===== config.mk =====
export PLATFORM = sky130hd
export DESIGN_NAME = pc_seq_flat
export DESIGN_NICKNAME = d
export VERILOG_FILES = /design/src/rtl/pc_seq_pkg.sv /design/src/rtl/pc_seq_if.sv /design/src/rtl/ras_lifo.sv /design/src/rtl/pc_seq.sv /design/src/flat_wrapper.sv
export SDC_FILE = /design/constraint.sdc
export NUM_CORES = 1
export LEC_CHECK = 0
export CAP_MARGIN = 20
export CORE_MARGIN = 8
export CORE_UTILIZATION = 32
export CTS_BUF_LIST = sky130_fd_sc_hd__clkbuf_8
export DETAILED_ROUTE_END_ITERATION = 7
export PLACE_DENSITY = 0.68
export SLEW_MARGIN = 20
export SYNTH_ARGS = -nofsm -noshare
export SYNTH_HDL_FRONTEND = slang
export SYNTH_SLANG_ARGS = --single-unit

===== constraint.sdc =====
create_clock -name clk -period 1.5 [get_ports clk]
set_input_delay 0.225 -clock clk [delete_from_list [all_inputs] [get_ports clk]]
set_output_delay 0.225 -clock clk [all_outputs]
set_load 0.02 [all_outputs]

===== src/rtl/pc_seq_pkg.sv =====
// Shared types and helpers for the program-counter sequencer.
package pc_seq_pkg;

  // Source of the next PC, in decreasing priority order.
  typedef enum logic [2:0] {
    SrcRst,
    SrcHold,
    SrcRet,
    SrcCall,
    SrcJmp,
    SrcBr,
    SrcInc
  } pc_src_e;

  // Width of a counter that must represent 0..depth inclusive.
  function automatic int unsigned cnt_width(input int unsigned depth);
    return (depth < 1) ? 1 : $clog2(depth + 1);
  endfunction

endpackage


===== src/rtl/pc_seq_if.sv =====
// Request/status bundle between decoder/ALU (master) and the PC sequencer (slave).
interface pc_seq_if #(
  parameter int unsigned AW = 4,
  parameter int unsigned OW = 4
);
  logic          set_pc;
  logic          stall;
  logic          br_en;
  logic          alu_eq;
  logic [OW-1:0] br_off;
  logic          jmp_en;
  logic          call_en;
  logic          ret_en;
  logic [AW-1:0] jmp_addr;
  logic [AW-1:0] pc_curr;
  logic          ras_empty;
  logic          ras_full;
  logic          ovf;
  logic          unf;

  modport master (
    output set_pc, stall, br_en, alu_eq, br_off, jmp_en, call_en, ret_en, jmp_addr,
    input  pc_curr, ras_empty, ras_full, ovf, unf
  );

  modport slave (
    input  set_pc, stall, br_en, alu_eq, br_off, jmp_en, call_en, ret_en, jmp_addr,
    output pc_curr, ras_empty, ras_full, ovf, unf
  );
endinterface


===== src/rtl/ras_lifo.sv =====
// Return-address stack: LIFO of AW-bit entries with a count register.
// Only the count is reset; entry storage keeps stale contents.
module ras_lifo
  import pc_seq_pkg::*;
#(
  parameter int unsigned AW        = 4,
  parameter int unsigned RAS_DEPTH = 2
) (
  input  logic          clk,
  input  logic          rst_n,
  input  logic          clr,
  input  logic          push,
  input  logic          pop,
  input  logic [AW-1:0] din,
  output logic [AW-1:0] dout,
  output logic          full,
  output logic          empty
);
  localparam int unsigned CW = cnt_width(RAS_DEPTH);

  logic [CW-1:0] count_q, count_d;
  logic [AW-1:0] mem_q [RAS_DEPTH];

  assign full  = (count_q == CW'(RAS_DEPTH));
  assign empty = (count_q == '0);

  // Top-of-stack read; value is meaningless while empty.
  always_comb begin
    dout = '0;
    for (int i = 0; i < int'(RAS_DEPTH); i++) begin
      if (CW'(i) == count_q - CW'(1)) dout = mem_q[i];
    end
  end

  // Next count: clear beats push/pop; guarded against over/underflow.
  always_comb begin
    count_d = count_q;
    if (clr)                count_d = '0;
    else if (push && !full) count_d = count_q + CW'(1);
    else if (pop && !empty) count_d = count_q - CW'(1);
  end

  // Count register.
  always_ff @(posedge clk or negedge rst_n) begin
    if (!rst_n) count_q <= '0;
    else        count_q <= count_d;
  end

  // Entry storage, written at the current count slot on a legal push.
  always_ff @(posedge clk) begin
    for (int i = 0; i < int'(RAS_DEPTH); i++) begin
      if (!clr && push && !full && CW'(i) == count_q) mem_q[i] <= din;
    end
  end

endmodule


===== src/rtl/pc_seq.sv =====
// Program-counter sequencer: prioritised next-PC mux, PC register and
// return-address stack, with registered overflow/underflow pulses.
module pc_seq
  import pc_seq_pkg::*;
#(
  parameter int unsigned   AW        = 4,
  parameter int unsigned   OW        = 4,
  parameter int unsigned   RAS_DEPTH = 2,
  parameter logic [AW-1:0] RESET_VEC = '0
) (
  input logic     clk,
  input logic     rst_n,
  pc_seq_if.slave bus
);
  logic [AW-1:0] pc_q, pc_d;
  logic          ovf_q, ovf_d;
  logic          unf_q, unf_d;
  logic [AW-1:0] pc_inc;
  logic [AW-1:0] off_ext;
  logic [AW-1:0] ras_top;
  logic          ras_full, ras_empty;
  logic          ras_push, ras_pop, ras_clr;
  pc_src_e       src;

  assign pc_inc  = pc_q + AW'(1);
  // Size cast of a signed value sign-extends the offset to AW bits.
  assign off_ext = AW'($signed(bus.br_off));

  // Pick the winning request; lower-priority requests are ignored entirely.
  always_comb begin
    src = SrcInc;
    if (bus.set_pc)                  src = SrcRst;
    else if (bus.stall)              src = SrcHold;
    else if (bus.ret_en)             src = SrcRet;
    else if (bus.call_en)            src = SrcCall;
    else if (bus.jmp_en)             src = SrcJmp;
    else if (bus.br_en && bus.alu_eq) src = SrcBr;
  end

  // Next PC and RAS controls for the selected source.
  always_comb begin
    pc_d     = pc_inc;
    ras_push = 1'b0;
    ras_pop  = 1'b0;
    ras_clr  = 1'b0;
    ovf_d    = 1'b0;
    unf_d    = 1'b0;
    case (src)
      SrcRst: begin
        pc_d    = RESET_VEC;
        ras_clr = 1'b1;
      end
      SrcHold: pc_d = pc_q;
      SrcRet: begin
        if (!ras_empty) begin
          pc_d    = ras_top;
          ras_pop = 1'b1;
        end else begin
          unf_d = 1'b1;
        end
      end
      SrcCall: begin
        if (!ras_full) begin
          pc_d     = bus.jmp_addr;
          ras_push = 1'b1;
        end else begin
          ovf_d = 1'b1;
        end
      end
      SrcJmp:  pc_d = bus.jmp_addr;
      SrcBr:   pc_d = pc_q + off_ext;
      default: pc_d = pc_inc;
    endcase
  end

  // PC and error-pulse registers.
  always_ff @(posedge clk or negedge rst_n) begin
    if (!rst_n) begin
      pc_q  <= RESET_VEC;
      ovf_q <= 1'b0;
      unf_q <= 1'b0;
    end else begin
      pc_q  <= pc_d;
      ovf_q <= ovf_d;
      unf_q <= unf_d;
    end
  end

  ras_lifo #(
    .AW        (AW),
    .RAS_DEPTH (RAS_DEPTH)
  ) u_ras (
    .clk   (clk),
    .rst_n (rst_n),
    .clr   (ras_clr),
    .push  (ras_push),
    .pop   (ras_pop),
    .din   (pc_inc),
    .dout  (ras_top),
    .full  (ras_full),
    .empty (ras_empty)
  );

  assign bus.pc_curr   = pc_q;
  assign bus.ras_empty = ras_empty;
  assign bus.ras_full  = ras_full;
  assign bus.ovf       = ovf_q;
  assign bus.unf       = unf_q;

endmodule


===== src/flat_wrapper.sv =====
// flat-port wrapper written by rule: the top's interface ports become plain ports
module pc_seq_flat import pc_seq_pkg::*;
#(
  parameter int unsigned   AW        = 4,
  parameter int unsigned   OW        = 4,
  parameter int unsigned   RAS_DEPTH = 2,
  parameter logic [AW-1:0] RESET_VEC = '0
)
  (clk, rst_n, bus_set_pc, bus_stall, bus_br_en, bus_alu_eq, bus_br_off, bus_jmp_en, bus_call_en, bus_ret_en, bus_jmp_addr, bus_pc_curr, bus_ras_empty, bus_ras_full, bus_ovf, bus_unf);
  pc_seq_if #(.AW(AW), .OW(OW)) bus_i ();
  input logic clk;
  input logic rst_n;
  input wire logic [$bits(bus_i.set_pc)-1:0] bus_set_pc;
  input wire logic [$bits(bus_i.stall)-1:0] bus_stall;
  input wire logic [$bits(bus_i.br_en)-1:0] bus_br_en;
  input wire logic [$bits(bus_i.alu_eq)-1:0] bus_alu_eq;
  input wire logic [$bits(bus_i.br_off)-1:0] bus_br_off;
  input wire logic [$bits(bus_i.jmp_en)-1:0] bus_jmp_en;
  input wire logic [$bits(bus_i.call_en)-1:0] bus_call_en;
  input wire logic [$bits(bus_i.ret_en)-1:0] bus_ret_en;
  input wire logic [$bits(bus_i.jmp_addr)-1:0] bus_jmp_addr;
  output wire logic [$bits(bus_i.pc_curr)-1:0] bus_pc_curr;
  output wire logic [$bits(bus_i.ras_empty)-1:0] bus_ras_empty;
  output wire logic [$bits(bus_i.ras_full)-1:0] bus_ras_full;
  output wire logic [$bits(bus_i.ovf)-1:0] bus_ovf;
  output wire logic [$bits(bus_i.unf)-1:0] bus_unf;
  assign bus_i.set_pc = bus_set_pc;
  assign bus_i.stall = bus_stall;
  assign bus_i.br_en = bus_br_en;
  assign bus_i.alu_eq = bus_alu_eq;
  assign bus_i.br_off = bus_br_off;
  assign bus_i.jmp_en = bus_jmp_en;
  assign bus_i.call_en = bus_call_en;
  assign bus_i.ret_en = bus_ret_en;
  assign bus_i.jmp_addr = bus_jmp_addr;
  assign bus_pc_curr = bus_i.pc_curr;
  assign bus_ras_empty = bus_i.ras_empty;
  assign bus_ras_full = bus_i.ras_full;
  assign bus_ovf = bus_i.ovf;
  assign bus_unf = bus_i.unf;
  pc_seq #(.AW(AW), .OW(OW), .RAS_DEPTH(RAS_DEPTH), .RESET_VEC(RESET_VEC)) u_core (.clk(clk), .rst_n(rst_n), .bus(bus_i));
endmodule

==> results.cfg <==
[cts]
cts.clk_slew.worst_paths_ns = 0.07
cts_max_path_buffers = 2
cts_hold_buf = 0
htree_levels = 1
cts-root-buf = clkbuf_8
clk_latency_ns = 0.26
clock_sinks = 16
cts_buffers = 3
cts_tree = yes

[synthesis]
syn-num-nets = 137
ys_warn_count = 0
synthTopCellsByArea = edfxtp_1, dfrtp_1, ha_1
synth-seq-cells = 16
ys_seq_area_share_pct = 40.00
synth_top_area_share_pct = 21.82
synth.cell_area_sq_um = 1101
postSynthAreaPerCell_sq_um = 9.831
netlist_instances = 112
synth_top_cell_by_area = edfxtp_1
yosys.cell_types.count = 38

[floorplan]
coreArea_sq_um = 3311
fp.dieArea_sq_um = 5574
start_util_pct = 33.26
num_rows = 21
die_x_um = 74.66
die_y_um = 74.66
pin_count = 25

[cells_and_area]
diodes = 0
layout_commonest_cell = buf_4
drive_above_1_share_pct = 45.81
area_growth_pct = 71.25
final_cell_mix = buf_4, nand2_1, dlygate4sd2_1, nor2_1, clkdlybuf4s50_1
final_nets = 205

[drt]
totalWireLength_mm = 3.398
ant_nets = 0
vias = 1104
drtIter0Drc = 75
wl_met2_mm = 1.699
top_layer = met4
firstDrtPassIters = 4
drcViolationCount = 0
wl_met3_um = 190
m1WireLength_mm = 1.451
avgRoutedWirePerCell_um = 15.10
via_per_inst = 4.907

[timing]
tns_ns = -0.4045
maxSlewViolCount = 0
finalSetupViolations = 13
rsz0062_at_grt = yes
fin_crit_ns = 1.617
hold_violations = 0
fmax_mhz = 618.5
fin_crit_sh_pct = 107.8
hold_ws_ns = 0.2648
finalWorstSetupSlack_ns = -0.1169
tightest_slew_ns = 0.4181
relSlewSlack_pct = 72.04
fin_skew_ns = 0.007731

[grt]
grt_pass1_vias = 1217
gr-total-overflow = 0
antenna_found_initial = 0
grt_usage_pct = 13.17
grt_max_degree = 13
grt_pass1_wl_mm = 5.595

[power_and_ir_drop]
leakagePower_nw = 0.7874
vdd_ir_drop_max_v = 0.0004421
p_per_area_nw_per_um2 = 731.9

[critical_path]
crit_fanout = 3
cp_data_arrival_time_ns = 1.75
required_ns = 1.64
worstSetupPathType = reg2reg
end_kind = register
start_kind = register

[placed_design]
dpl.hpwl_mm = 2.528
gp_congestion = 0.8657
io_buffers = 24

[status]
violations = negative setup slack
status = complete, but fails checks

[run]
drv_cap = 0

[hold_path]
hold_class = in2async
[synth_stat cells]
cell type,n
nand2_1,13
nor2_1,12
inv_1,9
dfrtp_1,8
edfxtp_1,8
ha_1,7
o21ai_0,7
a21oi_1,5
xnor2_1,5
a221oi_1,3
a22oi_1,3
a31oi_1,2
and2_1,2
mux2_2,2
nand3b_1,2
nor3_2,2
a2111oi_4,1
a211oi_2,1
a21o_1,1
a222oi_1,1
a32oi_1,1
and2_2,1
and2b_2,1
buf_1,1
buf_4,1
clkbuf_1,1
fa_1,1
nand2b_1,1
nand3_1,1
nor3_1,1
nor4_1,1
nor4_4,1
o21ai_1,1
o22ai_1,1
or2b_2,1
or3_4,1
or3b_1,1
xor2_1,1
[state kept, by name, indices dropped and copies added (netlist names)]
signal                flops
u_core.bus.ovf            1
u_core.u_ras.count_q      2
u_core.u_ras.mem_q        8
u_core.bus.pc_curr        4
u_core.bus.unf            1
[power by group]
part           leakage [nW]  internal [W]  switching, W
clock                0.0231      0.000182      0.000157
sequential            0.175      0.000495     0.0000217
combinational         0.589      0.000279      0.000246
total                 0.787      0.000956      0.000424
[final cells by class]
type	instances	area, sq um
repair buffers	66	570.5
inverters	9	33.78
clock buffers	3	41.29
flip-flops and latches	16	442.9
multi-input cells	84	735.7
clock inverters	1	3.754
fillers	300	1425
well taps	46	57.56
[stage by stage]
step / total power (W) / util [%] / setup slack (ns) / area [sq um] / cells
6_report: 0.001380 / 56.95 / -0.1169 / 1886 / 225
5_1_grt: 0.001445 / 56.95 / -0.1892 / 1886 / 225
4_1_cts: 0.001354 / 55.25 / -0.1111 / 1829 / 222
3_5_place_dp: 0.0009946 / 51.13 / -0.5255 / 1693 / 212
3_3_place_gp: 0.0009842 / 51.13 / -0.4588 / 1693 / 212
2_1_floorplan: 0.0007467 / - / -0.1264 / 1162 / 112
[cells by family after synthesis]
group,Yosys count,share of synthesized area [%]
AOI/OAI and AO/OA,27,18.07
xor gates and xnor gates,6,4.773
adders and majority gates,8,9.772
buffers and inverters,12,4.431
DFF,16,40.00
muxes,2,2.045
and+or+nand+nor,41,20.91
[worst max-delay path, stage by stage (launching register included)]
cell and delay, ns:
dfrtp_2 0.39, ha_4 0.14, inv_2 0.03, fa_2 0.33, xnor2_1 0.14, o21ai_1 0.08, nor2_1 0.07, a221oi_2 0.23
o21ai_1 0.08
[worst paths after layout]
check	startpoint	slack, ns	end	depth (start not counted)
worst max register to register	u_core.bus.pc_curr[0]$_DFFE_PN0P_	-0.12	u_core.bus.pc_curr[2]$_DFFE_PN0P_	8
worst max-delay path	u_core.bus.pc_curr[0]$_DFFE_PN0P_	-0.12	u_core.bus.pc_curr[2]$_DFFE_PN0P_	8
worst min-delay path	rst_n	0.26	u_core.bus.unf$_DFF_PN0_	1
max in group asynchronous	rst_n	0.92	u_core.bus.pc_curr[1]$_DFFE_PN0P_	1
worst min register to register	u_core.u_ras.mem_q[0][6]$_DFFE_PP_	0.62	u_core.bus.pc_curr[2]$_DFFE_PN0P_	4
min in group clk	bus_stall	0.40	u_core.bus.unf$_DFF_PN0_	3
[layer usage]
layer | up-vias | GRT usage (%)
li1 | 541 | -
met1 | 520 | 14.57
met2 | 36 | 23.91
met3 | 7 | 3.462
met4 | 0 | 3.913
met5 | - | 0
[repair_timing]
action / 4_1_cts / 5_1_grt
gates resized for setup: 26 / 12
setup endpoints to repair: 12 / 16
setup buffers: 6 / 3
endpoints found under the hold margin: 0 / 0
pin swaps: 9 / 14
Power figures use the tool's default switching activity.
